`config.mk`:
```
export PLATFORM = sky130hd
export DESIGN_NAME = bkadder_arbiter
export DESIGN_NICKNAME = d
export VERILOG_FILES = /design/src/rtl/bkadder_arb_pkg.sv /design/src/rtl/bkadder_arbiter_bkadder.sv /design/src/rtl/bkadder_arbiter.sv
export SDC_FILE = /design/constraint.sdc
export NUM_CORES = 1
export LEC_CHECK = 0
export BUFFER_PORTS_ARGS = -buffer_cell sky130_fd_sc_hd__buf_4
export CAP_MARGIN = 20
export CORE_MARGIN = 2
export CORE_UTILIZATION = 30
export CTS_BUF_LIST = sky130_fd_sc_hd__clkbuf_16
export DETAILED_ROUTE_END_ITERATION = 7
export PLACE_DENSITY = 0.61
export SETUP_SLACK_MARGIN = 0.1
export SYNTH_ARGS = -nofsm -noshare
export SYNTH_HDL_FRONTEND = slang
export SYNTH_HIERARCHICAL = 1
export SYNTH_SLANG_ARGS = --single-unit
```
`constraint.sdc`:
```
create_clock -name clk -period 17.65 [get_ports clk]
set_clock_uncertainty 0.15 [all_clocks]
set_input_delay 0.8825 -clock clk [delete_from_list [all_inputs] [get_ports clk]]
set_output_delay 0.8825 -clock clk [all_outputs]
set_load 0.05 [all_outputs]
```
`src/rtl/bkadder_arb_pkg.sv`:
```
// -----------------------------------------------------------------------------
// bkadder_arb_pkg
//   Shared definitions for the dual-core adder arbiter:
//     - arb_state_t : FSM state encoding (IDLE, LO, HI, RESP)
//     - CORE0/CORE1 : requester identifiers, also the round-robin pointer values
//     - pick_winner : round-robin choice between the two request lines
// -----------------------------------------------------------------------------
package bkadder_arb_pkg;

   typedef enum logic [1:0] {
      IDLE = 2'd0,
      LO   = 2'd1,
      HI   = 2'd2,
      RESP = 2'd3
   } arb_state_t;

   localparam logic CORE0 = 1'b0;
   localparam logic CORE1 = 1'b1;

   // A lone requester always wins; on a tie the pointer decides.
   function automatic logic pick_winner(input logic i_req0,
                                        input logic i_req1,
                                        input logic i_ptr);
      logic w_win;
      if (i_req0 && i_req1) w_win = i_ptr;
      else if (i_req1)      w_win = CORE1;
      else                  w_win = CORE0;
      return w_win;
   endfunction

endpackage

```
`src/rtl/bkadder_arbiter_bkadder.sv`:
```
// -----------------------------------------------------------------------------
// bkadder
//   Combinational N-bit Brent-Kung adder (N a power of two, N >= 4).
//   Ports:
//     i_a, i_b  [N-1:0]  operands
//     i_cin              carry-in
//     o_y       [N-1:0]  sum modulo 2^N
//     o_cout             carry-out of bit N-1
//   The prefix tree is expressed as whole-vector operations: each level
//   combines the positions selected by a constant stride mask with the
//   position 'dist' bits below it. The masks fold to constants, so only the
//   Brent-Kung black cells remain after synthesis.
// -----------------------------------------------------------------------------
module bkadder #(
   parameter int N = 32
) (
   input  logic [N-1:0] i_a,
   input  logic [N-1:0] i_b,
   input  logic         i_cin,
   output logic [N-1:0] o_y,
   output logic         o_cout
);

   localparam int          LEVELS = $clog2(N);
   localparam logic [N-1:0] ONE   = {{(N-1){1'b0}}, 1'b1};

   // Bits first, first+stride, first+2*stride, ... set.
   function automatic logic [N-1:0] stride_mask(input int first, input int stride);
      logic [N-1:0] m;
      m = '0;
      for (int k = first; k < N; k += stride) m = m | (ONE << k);
      return m;
   endfunction

   logic [N-1:0] w_p;    // per-bit propagate (also the half sum)
   logic [N-1:0] w_g;    // group generate, ends as carry out of each bit
   logic [N-1:0] w_gp;   // group propagate during the up-sweep

   always_comb begin
      // NOTE: every variable of this block is assigned before any branch or
      // loop touches it, so no path leaves a stale value and no latch appears.
      w_p  = i_a ^ i_b;
      // Carry-in is folded into bit 0 so the tree needs no extra column.
      w_g  = (i_a & i_b) | {{(N-1){1'b0}}, w_p[0] & i_cin};
      w_gp = w_p;

      // Up-sweep: positions with 'l+1' trailing ones absorb the span below.
      for (int l = 0; l < LEVELS; l++) begin
         w_g  = w_g | (stride_mask(2*(1 << l) - 1, 2*(1 << l)) & w_gp & (w_g << (1 << l)));
         w_gp = (w_gp & ~stride_mask(2*(1 << l) - 1, 2*(1 << l)))
              | (stride_mask(2*(1 << l) - 1, 2*(1 << l)) & w_gp & (w_gp << (1 << l)));
      end

      // Down-sweep: fill the positions between the completed prefixes.
      for (int l = LEVELS - 2; l >= 0; l--) begin
         w_g = w_g | (stride_mask(3*(1 << l) - 1, 2*(1 << l)) & w_gp & (w_g << (1 << l)));
      end
   end

   assign o_y    = w_p ^ {w_g[N-2:0], i_cin};
   assign o_cout = w_g[N-1];

endmodule

```
`src/rtl/bkadder_arbiter.sv`:
```
// -----------------------------------------------------------------------------
// bkadder_arbiter
//   Shares one N-bit Brent-Kung adder between two cores with round-robin
//   arbitration. Narrow requests take one adder pass; wide (2N-bit) requests
//   take a low pass then a high pass, carrying between them in r_carry.
//   Ports (per core k = 0,1):
//     reqk   request, held until gntk
//     widek  1 = 2N-bit add, 0 = N-bit add
//     ak, bk [2N-1:0] operands (only [N-1:0] used when narrow)
//     cink   carry-in
//     gntk   one-cycle pulse, operands captured on this cycle's edge
//     donek  one-cycle pulse, y/cout valid
//   Shared outputs:
//     y [2N-1:0]  registered sum
//     cout        registered final carry-out
//     busy        high in every state except IDLE
//   Reset (rst) is synchronous, active-high.
// -----------------------------------------------------------------------------
module bkadder_arbiter #(
   parameter int N = 32
) (
   input  logic           clk,
   input  logic           rst,
   input  logic           req0,
   input  logic           wide0,
   input  logic [2*N-1:0] a0,
   input  logic [2*N-1:0] b0,
   input  logic           cin0,
   output logic           gnt0,
   output logic           done0,
   input  logic           req1,
   input  logic           wide1,
   input  logic [2*N-1:0] a1,
   input  logic [2*N-1:0] b1,
   input  logic           cin1,
   output logic           gnt1,
   output logic           done1,
   output logic [2*N-1:0] y,
   output logic           cout,
   output logic           busy
);

   import bkadder_arb_pkg::*;

   arb_state_t     r_state;
   arb_state_t     w_next_state;
   logic           r_ptr;      // core that wins the next tie
   logic           r_id;       // core being served
   logic           r_wide;
   logic           r_cin;
   logic           r_carry;    // low-pass carry feeding the high pass
   logic           r_cout;
   logic [2*N-1:0] r_a;
   logic [2*N-1:0] r_b;
   logic [2*N-1:0] r_y;

   logic           w_winner;
   logic           w_grant;
   logic [N-1:0]   w_add_a;
   logic [N-1:0]   w_add_b;
   logic           w_add_cin;
   logic [N-1:0]   w_add_y;
   logic           w_add_cout;

   assign w_winner = pick_winner(req0, req1, r_ptr);

   // ---------------------------------------------------------------------------
   // Next state, grant and adder operand mux
   // ---------------------------------------------------------------------------
   always_comb begin
      w_next_state = r_state;
      w_grant      = 1'b0;
      w_add_a      = r_a[N-1:0];
      w_add_b      = r_b[N-1:0];
      w_add_cin    = r_cin;
      case (r_state)
         IDLE: begin
            if (req0 || req1) begin
               w_grant      = 1'b1;
               w_next_state = LO;
            end
         end
         LO: begin
            w_next_state = r_wide ? HI : RESP;
         end
         HI: begin
            w_add_a      = r_a[2*N-1:N];
            w_add_b      = r_b[2*N-1:N];
            w_add_cin    = r_carry;
            w_next_state = RESP;
         end
         RESP: begin
            w_next_state = IDLE;
         end
         default: begin
            w_next_state = IDLE;
         end
      endcase
   end

   bkadder #(
      .N (N)
   ) u_bkadder (
      .i_a    (w_add_a),
      .i_b    (w_add_b),
      .i_cin  (w_add_cin),
      .o_y    (w_add_y),
      .o_cout (w_add_cout)
   );

   // ---------------------------------------------------------------------------
   // Control state and result registers
   // ---------------------------------------------------------------------------
   always_ff @(posedge clk) begin
      // NOTE: non-blocking assignments here so every register samples the
      // values from before this edge, independent of statement order.
      if (rst) begin
         r_state <= IDLE;
         r_ptr   <= CORE0;
         r_carry <= 1'b0;
         r_cout  <= 1'b0;
         r_y     <= '0;
      end else begin
         r_state <= w_next_state;
         case (r_state)
            LO: begin
               // Upper half cleared here; a wide op overwrites it in HI.
               r_y     <= {{N{1'b0}}, w_add_y};
               r_carry <= w_add_cout;
               r_cout  <= w_add_cout;
            end
            HI: begin
               r_y[2*N-1:N] <= w_add_y;
               r_cout       <= w_add_cout;
            end
            RESP: begin
               r_ptr <= ~r_id;
            end
            default: begin
            end
         endcase
      end
   end

   // ---------------------------------------------------------------------------
   // Operand capture on the grant edge
   // ---------------------------------------------------------------------------
   always_ff @(posedge clk) begin
      // NOTE: these capture registers carry no reset: they are only read in
      // LO/HI/RESP, and every path into those states passes a grant that
      // loads them first.
      if (w_grant) begin
         r_id   <= w_winner;
         r_a    <= (w_winner == CORE1) ? a1    : a0;
         r_b    <= (w_winner == CORE1) ? b1    : b0;
         r_cin  <= (w_winner == CORE1) ? cin1  : cin0;
         r_wide <= (w_winner == CORE1) ? wide1 : wide0;
      end
   end

   assign gnt0  = w_grant && (w_winner == CORE0);
   assign gnt1  = w_grant && (w_winner == CORE1);
   assign done0 = (r_state == RESP) && (r_id == CORE0);
   assign done1 = (r_state == RESP) && (r_id == CORE1);
   assign y     = r_y;
   assign cout  = r_cout;
   assign busy  = (r_state != IDLE);

endmodule

```
## Yosys cells after proc, flatten, opt, wreduce, memory -nomap -nowiden

Index checks and enable logic that the tools add are counted.

- Equal/unequal tests: 4
- Multiplexer cells: 15
- Bitwise gates (word level): 35
- Reduce and logical (&&, ||, !) cells: 10

Operators by type and width:

| cell | count |
|---|---|
| $and 32x32->32 | 10 |
| $or 32x32->32 | 9 |
| $mux 64 | 2 |
| $or 31x32->32 | 4 |
| $mux 32 | 2 |
| $pmux 32 s2 | 1 |
| $xor 32x32->32 | 2 |
| $and 24x32->32 | 1 |
| $and 28x32->32 | 1 |
| $and 30x32->32 | 1 |
| $and 31x32->32 | 1 |
| $or 32x1->32 | 1 |
| $and 1x31->31 const A | 1 |
| $or 31x31->31 | 1 |
| $mux 1 | 8 |
| $pmux 2 s4 | 1 |
| $logic_and 1x1->1 | 5 |
| $eq 2x2->1 const B | 2 |
| $reduce_bool 2->1 | 2 |
| $eq 2x1->1 const B | 1 |
| $logic_not 2->1 | 1 |
| $mux 2 | 1 |
| $ne 2x2->1 const B | 1 |
| $not 1->1 | 2 |
| other kinds (3) | 3 |

- Bits in registers: 200

## Longest topological paths before layout

Gate-level depths: netlist of run 1.

- Depth in word-level cells: 25
- Depth in mapped cells: 19
- Gate-level depth less buffers: 17

## Cells and area by module

Netlist of run 1, hierarchy kept.

Modules (own cells, without submodules):

| module | times used | cells each | area each (µm²) | sequential area each (µm²) |
|---|---|---|---|---|
| bkadder_arbiter | 1 | 628 | 8896.0 | 5315.1 |
| bkadder | 1 | 151 | 1351.3 | 0.0 |

## Least setup slack after synthesis of run 1

OpenSTA, ideal clock, no wires.

- Kind: input-to-reg
- From: input req1
- To: register r_a[0], enable pin
- Setup time: 0.625 ns
- Data arrival time: 6.413 ns
- Setup slack: 10.462 ns
- Cell stages on the path: 2
- Path through: nor2_1 nor2_1

- Word-level cells in the longest chain between the ends: 3

RTL lines:

| item | RTL line | source |
|---|---|---|
| from (decl) | bkadder_arbiter.sv:31 | `input logic req1,` |
| $logic_or 1x1->1 | bkadder_arbiter.sv:78 | `if (req0 \|\| req1) begin` |
| $mux 1 | bkadder_arbiter.sv:78 |  |
| $mux 1 | bkadder_arbiter.sv:76 | `case (r_state)` |
| to (signal assigned) | bkadder_arbiter.sv:154 | `r_a <= (w_winner == CORE1) ? a1 : a0;` |
| to (decl) | bkadder_arbiter.sv:53 | `logic [2*N-1:0] r_a;` |

Every way passes these cells.
A chain may end at the register's enable or synchronous reset.

## Final worst setup path of run 1

- From: register r_state[0]
- To: register r_y[31] (netlist: y[31])

- Word-level cells in the longest chain between the ends: 23

RTL lines:

| item | RTL line | source |
|---|---|---|
| from (decl) | bkadder_arbiter.sv:45 | `arb_state_t r_state;` |
| from (signal assigned) | bkadder_arbiter.sv:124 | `r_state <= w_next_state;` |
| $eq 2x2->1 * | bkadder_arbiter.sv:76 |  |
| $mux 32 * | bkadder_arbiter.sv:76 |  |
| net w_add_a[0] | bkadder_arbiter.sv:59 | `logic [N-1:0] w_add_a;` |
| $xor 32x32->32 | bkadder_arbiter_bkadder.sv:42 | `w_p = i_a ^ i_b;` |
| $and 1x1->1 | bkadder_arbiter_bkadder.sv:44 | `w_g = (i_a & i_b) \| {{(N-1){1'b0}}, w_p[0] & i_cin};` |
| $or 32x1->32 | bkadder_arbiter_bkadder.sv:44 |  |
| $and 32x32->32 | bkadder_arbiter_bkadder.sv:49 | `w_g = w_g \| (stride_mask(2*(1 << l) - 1, 2*(1 << l)) & w_gp & (w_g << (1 << l)));` |
| $or 32x32->32 | bkadder_arbiter_bkadder.sv:49 |  |
| [... 9 more ...] | - |  |
| $and 28x32->32 | bkadder_arbiter_bkadder.sv:56 | `w_g = w_g \| (stride_mask(3*(1 << l) - 1, 2*(1 << l)) & w_gp & (w_g << (1 << l)));` |
| $or 32x32->32 | bkadder_arbiter_bkadder.sv:56 |  |
| $and 30x32->32 | bkadder_arbiter_bkadder.sv:56 |  |
| $or 32x32->32 | bkadder_arbiter_bkadder.sv:56 |  |
| $and 31x32->32 | bkadder_arbiter_bkadder.sv:56 |  |
| $or 32x32->32 * | bkadder_arbiter_bkadder.sv:56 |  |
| $xor 32x32->32 * | bkadder_arbiter_bkadder.sv:60 | `assign o_y = w_p ^ {w_g[N-2:0], i_cin};` |
| net w_add_y[31] | bkadder_arbiter.sv:62 | `logic [N-1:0] w_add_y;` |
| to (signal assigned) | bkadder_arbiter.sv:128 | `r_y <= {{N{1'b0}}, w_add_y};` |
| to (signal, indexed assignment) | bkadder_arbiter.sv:133 | `r_y[2*N-1:N] <= w_add_y;` |
| to (decl) | bkadder_arbiter.sv:55 | `logic [2*N-1:0] r_y;` |

Mark *: on every way through the listed nets, which the timed path passes. The rest lies on a longest branch.

==> results.md, run 1 <==
* Status: finished clean
* TritonCTS sink count at 200
* PD cells at 174 nW/µm²
* Worst Setup Start Kind: flip-flop
* Cts hold-fix bufs at 0
* HP Class: flip-flop to flip-flop
* Pin count of the biggest net entering global routing at 70
* Via count at 6965
* Reg2Reg Launch Point: r_state[0]$_SDFFE_PP0P_
* Synthesized instance count at 779
* Vias per cell at 4.47
* Final setup fails at 0
* Top-area cell type share of the netlist area at 38.4%
* Mapped Area at 10200 µm²
* Core area at 33600 µm²
* GR Overflow Total at 0
* Seq/Total Area, Yosys at 51.9%
* Total CTS buffers at 17
* Leakage at 5.70 nW
* Final Hold Vio Count at 0
* Max-cap violations at 0
* FF+latch count, synth at 200
* Post-CTS Setup Bufs at 0
* Cell variety after synth at 46
* Clock Latency Late Sink at 0.44 ns
* Chip Width at 189 µm
* Setup_tns at 0 ns
* Worst r2r path cells at 18
* Drt pass-1 iters at 4
* RSZ-0062 raised after global routing: no
* Hold Path Cell Cnt at 2
* Achievable Freq at 198 MHz
* HPWL Detailed at 18.8 mm
* Final WL at 25.2 mm
* Avg Inst Size Synth at 13.2 µm²
* CP max FO at 36
* Antenna violations before repair at 0
* GRT Overall Usage at 14.1%
* Highest cell delay on the worst timing path at 0.52 ns
* N_diodes at 0
* Antenna-violating nets left at 0
* Post-route non-filler standard cell count at 1558
* Cell chain of the critical path: inv_1 > ha_4 > buf_4 > mux2_2 > inv_1 > fa_1 > inv_1 > fa_1 > a211oi_2 > o21ai_2 > o2111ai_2 > o22ai_2 > a21oi_2 > o21ai_1 > fa_1 > xor2_1 > mux2i_1 > nor2_1
* Yosys warning total at 6
* I/O pin count at 334
* Die Y at 189 µm
* Most common cell after layout, fill and taps aside: buf_4
* Worst-Margin Slew at 0.880 ns
* DIE AREA at 35700 µm²
* Peak VDD IR at 0.0704 mV
* Ys flop type: edfxtp_1
* Reg clk slew, reported paths at 0.08 ns
* Ys async rst share at 0%
* CP endpoint kind: flip-flop
* WS Path Type: flip-flop to flip-flop
* Post-Syn Nets at 1095
* Pwr Total at 0.00238 W
* Hold EP: y[35]$_SDFFE_PP0P_
* GPL Wtd Cong at 0.718
* Syn-to-layout area delta at 33.6%
* Internal reg-to-reg setup slack at 12.60 ns
* Tmin final at 5.05 ns
* Final nets at 1413
* Initial Util at 30.5%
* Headroom to the max-slew limit at 41.3%
* Row count at 67
* Initial drt markers at 199
* Clock Path Buffers at 2
* Vias in the first global route at 7354
* Crit path required time at 17.79 ns
* Worst Path Arrival at 5.19 ns
* CTS tree: done
* PostCTS Resize Cnt at 0
* Port buffer count at 333
* Post-synth EDFFs at 131
* Layout cells sized above 1 at 45.6%
* CP max-delay cell: buf_4
* R2r endpoint: y[31]$_SDFFE_PP0N_
* Fillers at 3204
* Number of H-tree levels at 4
* DR WL/cell at 16.1 µm
* Number of remaining DRC errors at 0
* Start point of the worst hold path: y[35]$_SDFFE_PP0P_
* Pins Over Slew Limit at 0
* Most frequent cells in the layout: buf_4, edfxtp_1, mux2_2, mux2_1, dfxtp_1
* Period utilisation layout at 28.6%
* Top cells by area, synth: edfxtp_1, dfxtp_1, mux2_2
* Largest area contributor in the netlist: edfxtp_1
* Root Driver: clkbuf_16
* First-pass GRT wire length at 39.1 mm
* Dpl cells at 1526
[report_power, final]
| part | total (W) | leakage, nW | internal [W] | switching [W] |
|---|---|---|---|---|
| clock | 0.000369 | 0.272 | 0.000184 | 0.000185 |
| combinational | 0.00127 | 3.60 | 0.000506 | 0.000766 |
| sequential | 0.000742 | 1.83 | 0.000695 | 0.0000465 |
| total | 0.00238 | 5.70 | 0.00139 | 0.000997 |
[critical path: cells and delay by family (launching register included)]
| kind | cells | cell delay (ns) |
|---|---|---|
| adders and majority gates | 4 | 1.46 |
| AOI/OAI and AO/OA | 6 | 1.33 |
| buffers and inverters | 4 | 0.83 |
| muxes | 2 | 0.55 |
| DFF | 1 | 0.33 |
| xor gates and xnor gates | 1 | 0.18 |
| and+or+nand+nor | 1 | 0.06 |
[layout make-up]
class	count	area, µm²	area share [%]
Clock inverter	15	120	0.877
Sequential cell	200	5320	38.8
Timing Repair Buffer	340	2550	18.6
Tap cell	448	561	4.09
Inverter	33	124	0.905
Multi-Input combinational cell	505	4590	33.5
Clock buffer	17	425	3.11
[Yosys cell counts (3+ instances only)]
cell,n
xnor2_1,5
mux2i_1,34
ha_1,35
a21oi_1,45
nor3_1,3
o21ai_0,6
fa_1,17
nor2b_1,29
nand3_1,5
clkbuf_1,9
nand2_1,11
inv_1,31
o21bai_1,3
edfxtp_1,131
mux2_1,78
mux2_2,117
a21o_1,4
nor2_1,67
buf_6,9
nand2b_1,5
xor2_1,10
buf_2,23
nand4_1,4
dfxtp_1,69
o21ai_2,3
[worst max-delay path by stage]
stage / startpoint / to / slack [ns] / cells after the start
detailed placement: r_state[0]$_SDFFE_PP0P_ / y[31]$_SDFFE_PP0N_ / 12.45 / 18
global placement: r_state[0]$_SDFFE_PP0P_ / y[31]$_SDFFE_PP0N_ / 12.63 / 18
floorplan: req1 / r_a[0]$_DFFE_PN_ / 10.46 / 2
CTS: r_state[0]$_SDFFE_PP0P_ / y[31]$_SDFFE_PP0N_ / 12.49 / 18
finish: r_state[0]$_SDFFE_PP0P_ / y[31]$_SDFFE_PP0N_ / 12.60 / 18
global route: r_state[0]$_SDFFE_PP0P_ / y[31]$_SDFFE_PP0N_ / 12.26 / 18
[registers in the layout (all words and copies together) (netlist names)]
register	count
y	64
r_wide	1
r_ptr	1
r_cin	1
r_a	64
cout	1
r_id	1
r_state	2
r_carry	1
r_b	64
[cells by family after synthesis]
family,after synthesis,share of synthesized area (%)
muxes,229,24.7
DFF,200,51.9
and+or+nand+nor,130,6.01
AOI/OAI and AO/OA,79,4.85
buffers and inverters,74,3.65
adders and majority gates,52,7.59
xor gates and xnor gates,15,1.28
[metrics by stage]
stage               hold WS [ns]  setup WS, ns  instance area (µm²)  util (%)
floorplan                  0.304         10.46                10200         -
global placement           0.309         12.63                13100      39.1
detailed placement         0.309         12.45                13100      39.1
CTS                        0.321         12.49                13700      40.7
global route               0.336         12.26                13700      40.7
finish                     0.318         12.60                13700      40.7
[routing by layer]
metal	GRT usage [%]	part of all wire (%)
met1	17.3	44
met2	24.9	50
met3	3.30	5.0
met4	3.49	1.3
met5	0	0
(Power assumes the default switching activity.)
==> run 2: changes to the inputs <==
--- a/config.mk
+++ b/config.mk
@@ -5,13 +5,14 @@
 export SDC_FILE = /design/constraint.sdc
 export NUM_CORES = 1
 export LEC_CHECK = 0
+export ABC_AREA = 1
 export BUFFER_PORTS_ARGS = -buffer_cell sky130_fd_sc_hd__buf_4
 export CAP_MARGIN = 20
 export CORE_MARGIN = 2
 export CORE_UTILIZATION = 30
 export CTS_BUF_LIST = sky130_fd_sc_hd__clkbuf_16
 export DETAILED_ROUTE_END_ITERATION = 7
-export PLACE_DENSITY = 0.61
+export PLACE_DENSITY = 0.63
 export SETUP_SLACK_MARGIN = 0.1
 export SYNTH_ARGS = -nofsm -noshare
 export SYNTH_HDL_FRONTEND = slang
==> constraint.sdc (replaced) <==
create_clock -name clk -period 4.38 [get_ports clk]
set_clock_uncertainty 0.15 [all_clocks]
set_input_delay 0.219 -clock clk [delete_from_list [all_inputs] [get_ports clk]]
set_output_delay 0.219 -clock clk [all_outputs]
set_load 0.05 [all_outputs]
==> results.md, run 2 <==
* Number of H-tree levels at 4
* Hold Path Cell Cnt at 3
* Core area at 33400 µm²
* Mapped Area at 10200 µm²
* Multi-input combinational cell area at 4460 µm²
* Tmin final at 3.88 ns
* Worst-Margin Slew at 0.944 ns
* Top cells by area, synth: edfxtp_1, nand2_1, dfxtp_1
* CP max FO at 17
* Setup_tns at 0 ns
* Ys async rst share at 0%
* Drt pass-1 iters at 4
* Net switching power at 0.00479 W
* Total CTS buffers at 17
* HPWL Detailed at 22.5 mm
* Die Y at 188 µm
* First-pass GRT wire length at 51.3 mm
* Clock Latency Late Sink at 0.44 ns
* RSZ-0062 raised after global routing: no
* Sequential cell area at 5320 µm²
* Min Hold Slack at 0.0120 ns
* Final WL at 33.0 mm
* PD cells at 665 nW/µm²
* GR Overflow Total at 0
* Chip Width at 188 µm
* Antenna-violating nets left at 0
* Pin count of the biggest net entering global routing at 89
* CP endpoint kind: flip-flop
* CTS tree: done
* Initial drt markers at 405
* Worst setup path endpoint: y[63]$_SDFFE_PP0P_
* Fin util at 48.9%
* Achievable Freq at 257 MHz
* Switching share of power at 44.0%
* Worst Setup Start Kind: flip-flop
* FF+latch count, synth at 200
* Cell variety after synth at 28
* Internal reg-to-reg setup slack at 0.50 ns
* Post-route cell area at 16400 µm²
* Fillers at 2975
* Worst Path Arrival at 4.09 ns
* Headroom to the max-slew limit at 37.1%
* Row count at 67
* GRT Overall Usage at 18.6%
* DIE AREA at 35500 µm²
* Most frequent cells in the layout: nand2_1, buf_4, dlygate4sd3_1, edfxtp_1, a21oi_1
* Worst r2r path cells at 21
* Vias in the first global route at 9906
* Final Hold Vio Count at 0
* Largest area contributor in the netlist: edfxtp_1
* Logic pwr share at 56.1%
* Post-CTS Setup Bufs at 0
* Count leader, synth: nand2_1
* Final nets at 1999
* Via count at 9603
* Avg Inst Size Synth at 9.10 µm²
* I/O pin count at 334
* Post-Syn Nets at 1436
* Post-synth EDFFs at 131
* GPL Wtd Cong at 0.793
* Final setup fails at 0
* Post-synth top cells: nand2_1, edfxtp_1, a21oi_1, dfxtp_1, mux2_2
* Layout cells sized above 1 at 26.8%
* Peak VDD IR at 0.541 mV
* Seq/Total Area, Yosys at 52.2%
* Clock Path Buffers at 2
* Ys flop type: edfxtp_1
* Top-area cell type share of the netlist area at 38.6%
* Root Driver: clkbuf_16
* Yosys warning total at 6
* Crit path required time at 4.59 ns
* Reg2Reg Launch Point: r_state[0]$_SDFFE_PP0P_
* Number of remaining DRC errors at 0
* Period utilisation layout at 88.7%
* Worst setup path start: r_state[0]$_SDFFE_PP0P_
* Placed Area at 13200 µm²
* Most common cell after layout, fill and taps aside: nand2_1
* Leakage at 7.43 nW
* Synthesized instance count at 1120
* Vias per cell at 4.48
* Max-cap violations at 0
* Antenna violations before repair at 1
* Clock share of power at 15.3%
* Port buffer count at 333
* Internal Dissipation at 0.00609 W
* R2r endpoint: y[63]$_SDFFE_PP0P_
* Syn-to-layout area delta at 60.6%
* Pins Over Slew Limit at 0
* Flop pwr share at 28.7%
* Status: finished clean
* HP Class: primary input to flip-flop
* DR WL/cell at 15.4 µm
* Reg clk slew, reported paths at 0.07 ns
* WS Path Type: flip-flop to flip-flop
* Initial Util at 30.5%
* TritonCTS sink count at 200
run 2: cell types whose count changed in the layout (fill, tap and decap cells not counted), sizes merged, moves of 5 or more:
| cell | change |
|---|---|
| a21oi | +31 |
| buf | +7 |
| clkinv | -6 |
| dlygate4sd3 | +258 |
| inv | +10 |
| mux2 | -130 |
| mux2i | -34 |
| nand2 | +524 |
| nand2b | -5 |
| nand3 | +36 |
| nor2 | -51 |
| nor2b | -29 |
| o21ai | -10 |
run 2: area by class of cell:
| cell class | instances | area share, % |
|---|---|---|
| sequential | 200 | 32.5 |
| timing repair buffer | 605 | 32.1 |
| multi-input combinational | 815 | 27.3 |
| tap | 448 | 3.43 |
| clock buffer | 17 | 2.60 |
| clock inverter | 14 | 1.12 |
| inverter | 44 | 1.02 |
| antenna | 1 | 0.0153 |
run 2: worst max-delay path, cell delays in order, from the launching register on:
cell,delay (ns)
dfxtp_1,0.36
inv_1,0.16
ha_4,0.22
buf_4,0.26
mux2_2,0.38
fa_1,0.45
nand3_1,0.11
nand3_2,0.11
nand2_1,0.09
nand2_2,0.08
nand2_1,0.08
nand2_2,0.09
nand2_2,0.10
nand2_4,0.07
nand2_2,0.07
nand2_2,0.06
nand2_1,0.07
nand2_1,0.06
fa_1,0.38
xor2_1,0.21
nand3_1,0.10
a21oi_1,0.14
run 2: power by group through the flow:
| stage | clock network (W) | logic [W] | registers [W] |
|---|---|---|---|
| after floorplan | 0 | 0.00326 | 0.00369 |
| after global placement | 0 | 0.00564 | 0.00316 |
| after detailed placement | 0 | 0.00583 | 0.00317 |
| after CTS | 0.00170 | 0.00612 | 0.00313 |
| after global routing | 0.00178 | 0.00668 | 0.00319 |
| final | 0.00166 | 0.00610 | 0.00312 |
run 2: through the flow:
stage | setup slack (ns) | total power [W] | cells
after global placement | 0.586 | 0.00881 | 1851
after global routing | 0.171 | 0.0116 | 2144
after detailed placement | 0.462 | 0.00900 | 1854
final | 0.496 | 0.0109 | 2144
after CTS | 0.446 | 0.0110 | 2143
after floorplan | 0.741 | 0.00695 | 1120
run 2: cell families after synthesis:
logic type                 Yosys count  synth area share [%]
muxes                               65                  7.18
buffers and inverters              105                  4.35
AOI/OAI and AO/OA                   87                  4.52
xor gates and xnor gates            15                  1.29
adders and majority gates           52                  7.64
DFF                                200                  52.2
and+or+nand+nor                    596                  22.9
run 2: repair_timing:
| action | 4_1_cts | 5_1_grt |
|---|---|---|
| hold buffers | 258 | 0 |
| endpoints found under the hold margin | 130 | 0 |
| resized for setup | 0 | 0 |
run 2: worst min-delay path by stage:
stage,endpoint,slack (ns),startpoint
after floorplan,r_a[0]$_DFFE_PN_,0.25,a1[0]
after global placement,y[8]$_SDFFE_PP0N_,0.30,y[8]$_SDFFE_PP0N_
after detailed placement,y[10]$_SDFFE_PP0N_,0.30,y[10]$_SDFFE_PP0N_
after CTS,r_state[1]$_SDFFE_PP0P_,0.002,req0
after global routing,r_a[23]$_DFFE_PN_,0.02,a0[23]
final,r_b[21]$_DFFE_PN_,0.01,b0[21]
run 2: routing by layer:
metal | GRT usage (%) | vias up | wire, µm
met2 | 31.2 | 278 | 15800
met1 | 23.8 | 4492 | 14500
li1 | - | 4771 | -
met4 | 7.36 | 0 | 1060
met3 | 3.26 | 62 | 1540
met5 | 0 | - | 0
